$ cat src/rtl/sram_arbiter.sv
// Round-robin arbiter folding N SRAM requesters onto one single-port macro, with read-return routing.
// Grant is combinational (zero latency); read data returns RdLatency cycles after the accepted read.
// No backpressure: the macro accepts every request, and losing requesters simply hold req until granted.
module sram_arbiter #(
  parameter int N         = 2,
  parameter int SramAw    = 12,
  parameter int SramDw    = 32,
  parameter int RdLatency = 1
) (
  input  logic                  clk_i,
  input  logic                  rst_i,
  input  logic [N-1:0]          req_i,
  output logic [N-1:0]          gnt_o,
  input  logic [N-1:0]          we_i,
  input  logic [N*SramAw-1:0]   addr_i,
  input  logic [N*SramDw-1:0]   wdata_i,
  input  logic [N*SramDw-1:0]   wmask_i,
  output logic [N-1:0]          rvalid_o,
  output logic [SramDw-1:0]     rdata_o,
  output logic [1:0]            rerror_o,
  output logic                  req_o,
  output logic                  we_o,
  output logic [SramAw-1:0]     addr_o,
  output logic [SramDw-1:0]     wdata_o,
  output logic [SramDw-1:0]     wmask_o,
  input  logic [SramDw-1:0]     rdata_i,
  input  logic [1:0]            rerror_i
);

  localparam int IdW = $clog2(N);

  logic [IdW-1:0]       ptr;
  logic [IdW-1:0]       win;
  logic                 win_vld;
  logic [RdLatency-1:0] tag_vld;
  logic [IdW-1:0]       tag_id [RdLatency];

  // Scan from ptr upward with wrap; the first requester found wins.
  always_comb begin
    int idx;
    idx     = 0;
    win_vld = 1'b0;
    win     = '0;
    for (int i = 0; i < N; i++) begin
      idx = int'(ptr) + i;
      if (idx >= N) idx = idx - N;
      if (!win_vld && req_i[idx]) begin
        win_vld = 1'b1;
        win     = idx[IdW-1:0];
      end
    end
  end

  always_ff @(posedge clk_i) begin
    if (rst_i) begin
      ptr     <= '0;
      tag_vld <= '0;
      for (int s = 0; s < RdLatency; s++) tag_id[s] <= '0;
    end else begin
      tag_vld[0] <= win_vld & ~we_i[win];
      tag_id[0]  <= win;
      for (int s = 1; s < RdLatency; s++) begin
        tag_vld[s] <= tag_vld[s-1];
        tag_id[s]  <= tag_id[s-1];
      end
      if (win_vld) ptr <= (win == IdW'(N - 1)) ? '0 : win + IdW'(1);
    end
  end

  // Everything is held at zero during reset, including the read-return path.
  always_comb begin
    gnt_o    = '0;
    req_o    = 1'b0;
    we_o     = 1'b0;
    addr_o   = '0;
    wdata_o  = '0;
    wmask_o  = '0;
    rvalid_o = '0;
    rdata_o  = '0;
    rerror_o = '0;
    if (!rst_i) begin
      if (win_vld) begin
        gnt_o[win] = 1'b1;
        req_o      = 1'b1;
        we_o       = we_i[win];
        addr_o     = addr_i[win*SramAw +: SramAw];
        wdata_o    = wdata_i[win*SramDw +: SramDw];
        wmask_o    = wmask_i[win*SramDw +: SramDw];
      end
      if (tag_vld[RdLatency-1]) begin
        rvalid_o[tag_id[RdLatency-1]] = 1'b1;
        rdata_o  = rdata_i;
        rerror_o = rerror_i;
      end
    end
  end

endmodule

$ cat config.mk
export PLATFORM = sky130hd
export DESIGN_NAME = sram_arbiter
export DESIGN_NICKNAME = d
export VERILOG_FILES = /design/src/rtl/sram_arbiter.sv
export SDC_FILE = /design/constraint.sdc
export NUM_CORES = 1
export LEC_CHECK = 0
export BUFFER_PORTS_ARGS = -buffer_cell sky130_fd_sc_hd__buf_4
export CORE_AREA = 10 10 112 114
export CTS_CLUSTER_SIZE = 14
export DETAILED_ROUTE_END_ITERATION = 10
export DIE_AREA = 0 0 122 124
export GPL_ROUTABILITY_DRIVEN = 0
export GPL_TIMING_DRIVEN = 0
export SLEW_MARGIN = 5
export SYNTH_ARGS = -nofsm -noshare
export SYNTH_HDL_FRONTEND = slang
export SYNTH_SLANG_ARGS = --single-unit
$ cat constraint.sdc
create_clock -name clk_i -period 1.2 [get_ports clk_i]
set_clock_uncertainty 0.05 [all_clocks]
set_input_delay 0.06 -clock clk_i [delete_from_list [all_inputs] [get_ports clk_i]]
set_output_delay 0.06 -clock clk_i [all_outputs]
set_load 0.01 [all_outputs]
* Word level (Yosys, flattened, before mapping)
Memories as Yosys holds them, arrays and structs flattened.
Cells that the tools add are included.
** Storage, ports and cells
- Bits in registers :: 2
- Latch bits :: 0
- RAM bits :: 1
- Bits in read-only memories :: 0
- Bits of input ports :: 192
- Output and inout port bits :: 116
- Logic and storage cells :: 68
- Memories kept :: 1
** Operators by class
- Add/subtract/negate cells :: 4
- $mul :: 1
- Div/mod/pow operators :: 0
- Magnitude comparators :: 8
- Eq/ne operators :: 0
- Shift operators :: 3
- Mux-type cells :: 42
- Bitwise operators :: 2
- Reduce and logical (&&, ||, !) cells :: 5
** Memory list
- tag_id :: depth 1, width 1, rd ports 1, clocked after Yosys merged registers in 0, wr ports 1, RTL line 36 : logic [IdW-1:0] tag_id [RdLatency];
** Operators by type and width (count)
- $mux 32 :: 8
- $shiftx 64x7->32 :: 2
- $lt 32x3->1 const B :: 2
- $mux 1 :: 24
- $mux 12 :: 2
- $shiftx 24x6->12 :: 1
- $mux 2 :: 6
- $lt 1x2->1 const B :: 2
- $logic_and 1x1->1 :: 3
- $mul 1x2->3 const B :: 1
- $sub 1x2->3 const B :: 1
- $sub 2x2->3 const B :: 1
- $add 1x1->2 const B :: 1
- $demux 1 s1 :: 2
- $ge 1x1->1 const B :: 2
- $ge 1x2->1 const B :: 1
- $ge 2x2->1 const B :: 1
- $add 1x1->1 const B :: 1
- $and 1x1->1 :: 1
- $logic_not 1->1 :: 1
- $not 1->1 :: 1
- $reduce_or 1->1 :: 1

* Longest topological paths before layout
- Depth in word-level cells :: 15
- Depth in mapped cells :: 6
- Gate-level depth less buffers :: 3

* Worst setup path before layout
Ideal clock, no wire load.
- Path kind :: register -> output
- Start point :: reg ptr
- End point :: out addr_o[10]
- Data arrival time :: 1122 ps
- Setup slack :: -32 ps
- Cell stages (with the launch flop) :: 7
- Buffers on the path :: 3
- Cell sequence :: dfxtp_1 nand2b_1 buf_4 buf_6 buf_6 a32oi_1 nor2_1
** On the way
- Word-level cells in the longest chain between the ends :: 13
- Elaborated cells on any way between the ends :: 23
** RTL lines
- start, declared :: RTL line 32 : logic [IdW-1:0] ptr;
- start signal, assigned :: RTL line 66 : if (win_vld) ptr <= (win == IdW'(N - 1)) ? '0 : win + IdW'(1);
- $sub 1x2->3 / $ge 1x2->1 (equally long branches) :: RTL line 46 : if (idx >= N) idx = idx - N;
- $mux 32 :: RTL line 46
- $mux 1 (implied by the code) (3 in series) :: RTL line 47 : if (!win_vld && req_i[idx]) begin
- $mux 1 :: RTL line 47
- $logic_not 1->1 :: RTL line 47
- $logic_and 1x1->1 :: RTL line 47
- $mux 1 :: RTL line 47
- $mul 1x2->3 :: RTL line 86 : addr_o = addr_i[win*SramAw +: SramAw];
- $shiftx 24x6->12 :: RTL line 86
- $mux 12 * :: RTL line 82 : if (win_vld) begin
- $mux 12 * :: RTL line 81 : if (!rst_i) begin
- end, declared :: RTL line 23 : output logic [SramAw-1:0] addr_o,
Every way passes the cells marked *; elsewhere a longest branch is shown, timed or not. The select of a mux whose other input is x is not followed.

* Worst setup path after layout
- Start point :: reg ptr
- End point :: out addr_o[2]
The elaborated chain is that of the path after synthesis.

==> results.toml <==
[critical_path]
startpoint_type = "flop"
crit_path_end_kind = "output port"
path_class = "flop to output port"
path_max_fanout = 7
crit_required_ps = 1090
arrival_ps = 1480

[global_route]
use_met1_pct = 16.67
grt_max_degree = 11
grt_pass1_wl_mm = 19.96
grt_util_all_layers_pct = 16.47
antenna_found_initial = 0
grt-ovfl-total = 0
grt_pass1_vias = 3403
grt_use_met2_pct = 32.37
grt_util_met3_pct = 6.018
busiest_layer = "met2"

[status]
outcome = "finished, violations left"
violations = "setup timing"

[sta]
setup_slack_ps = -388.0
setup_violations = 112
hold_slack_ps = 64.75
maxSlewHeadroom_pct = 58.34
rsz0062_at_grt = "true"
finalMaxSlewViolations = 0
fmax_mhz = 629.7
tightestPinTransition_ps = 624.9
post-route-period-util_pct = 132.3
hold_viol = 0
post-route-min-period_ps = 1588

[routing]
antenna_left = 0
wl_mm = 15.21
wl_per_cell_um = 21.33
drt_iter0_markers = 138
routed_via_density = 4.773
dr.pass1.iters = 4
vias = 3403
drc = 0

[layout]
final_common_cell = "buf_4"
fillCellCount = 973
fin_nets = 770
final_cell_mix = "buf_4, nor2_1, buf_6, a32oi_1, and2_4"
fin_cells = 713
post-route-util_pct = 49.00
diodes = 0
final_layout_size_suffix_gt1_share_pct = 74.00
area_delta_synth_final_pct = 228.2

[die]
dieArea_sq_um = 15130
core_area_sq_um = 10230
initial_core_util_pct = 14.93
die_h_um = 124
pin_count = 308
die_w_um = 122
num_rows = 37

[flow_run]
max-cap-violations = 0

[logic_synthesis]
synth_fp_nets = 437
synth_cells = 245
synth_area_sq_um = 1528
ys_ff_latch = 3
syn_area_per_cell_sq_um = 6.236
yosysWarnings = 0
yosysSeqAreaShare_pct = 3.931
ys_types = 15

[power_and_ir_drop]
pwr-share-clk_pct = 12.7
ir_worst_vdd_mv = 0.3216
p_leak_nw = 2.446
seq_power_share_pct = 4.9
swShare_pct = 37.36
p_per_area_nw_per_um2 = 463.3
p_int_mw = 1.455
switchingPower_mw = 0.8680
power.share.combinational_pct = 82.4

[worst_hold_path]
hp-class = "primary input to flop"

[cts]
cts_buffer_depth = 2
cts_inserted_buffers = 3
htreeDepth = 1
clock_latency_ps = 210
ctsRootBufferMaster = "clkbuf_8"
cts_tree = "done"
clkTransAtPathRegs_ps = 30
cts.sinks = 3

[placed_design]
hpwl_mm = 11.95
port_buffers = 306
placedCellCount = 687
## cell type report
type	count	area, sq um	area share (%)
plain buffers	36	312.8	6.239
clock buffers	4	45.04	0.8984
multi-input cells	204	1609	32.09
flip-flops and latches	3	65.06	1.298
well taps	136	170.2	3.394
repair buffers	330	2811	56.08
## power by group through the flow
stage	logic (mW)	clock network, mW	registers (mW)
global route	2.03	0.320	0.115
floorplan	0.577	0	0.113
CTS	1.74	0.301	0.113
finish	1.91	0.295	0.114
detailed placement	1.51	0	0.115
global placement	1.49	0	0.114
## cell families (layout without fill, tap and decap cells)
logic type / after synthesis / after routing / share of synthesized area (%)
compound gates: 80 / 80 / 46.36
buf+inv: 38 / 370 / 12.86
flops: 3 / 3 / 3.931
simple gates: 124 / 124 / 36.86
## path summary, 6_finish.rpt
check             startpoint   endpoint  slack [ps]  cells after the start
hold / removal       we_i[0]    tag_vld          60                      4
hold reg to reg          ptr        ptr         510                      2
setup reg to reg         ptr    tag_vld          10                      5
setup / recovery         ptr  addr_o[2]        -390                      6
## what timing repair did
item                                   CTS  global route
gates resized for setup                 93            84
cloned                                   6             2
pin swaps                               56            49
setup endpoints to repair              116           118
hold buffers                             1             0
buffers inserted                        13             2
endpoints found under the hold margin    1             0
## metal layers
metal	up-vias	part of all wire (%)	routed length [um]
li1	1608	-	-
met4	0	0.70	106
met1	1584	35	5320
met5	-	0	0
met3	10	9.5	1446
met2	201	55	8334
## per-stage QoR
stage / setup WS, ps / TNS [ps] / instance area (sq um) / power [mW]
after CTS: -389.2 / -29730 / 4582 / 2.155
final: -388.0 / -28770 / 5014 / 2.323
after detailed placement: -406.7 / -31370 / 4008 / 1.629
after global routing: -450.0 / -35580 / 5014 / 2.466
after global placement: -344.0 / -26420 / 4008 / 1.606
after floorplan: 2.159 / 0 / 1540 / 0.6906
## worst max-delay path: stages (launching register included)
cell and delay, ps:
dfxtp_4 350, nand2b_4 180, buf_12 160, buf_16 130, a32oi_2 210, nor2_1 60
buf_4 160
## synthesized netlist by cell type (all sizes together)
master  instances  area [sq um]
nor2           83         311.6
a32oi          77         674.4
and2           35         219.0
buf            20         128.9
clkbuf         18         67.56
dfxtp           3         60.06
nor2b           3         18.77
nand2           2         7.510
a211oi          1         7.510
a21boi          1         18.77
nand2b          1         6.260
o31ai           1         7.510
## flip-flops by register name, summed over array words and instances, names as in the netlist
| register | cells |
|---|---|
| tag_id | 1 |
| tag_vld | 1 |
| ptr | 1 |
(Power assumes the default switching activity.)
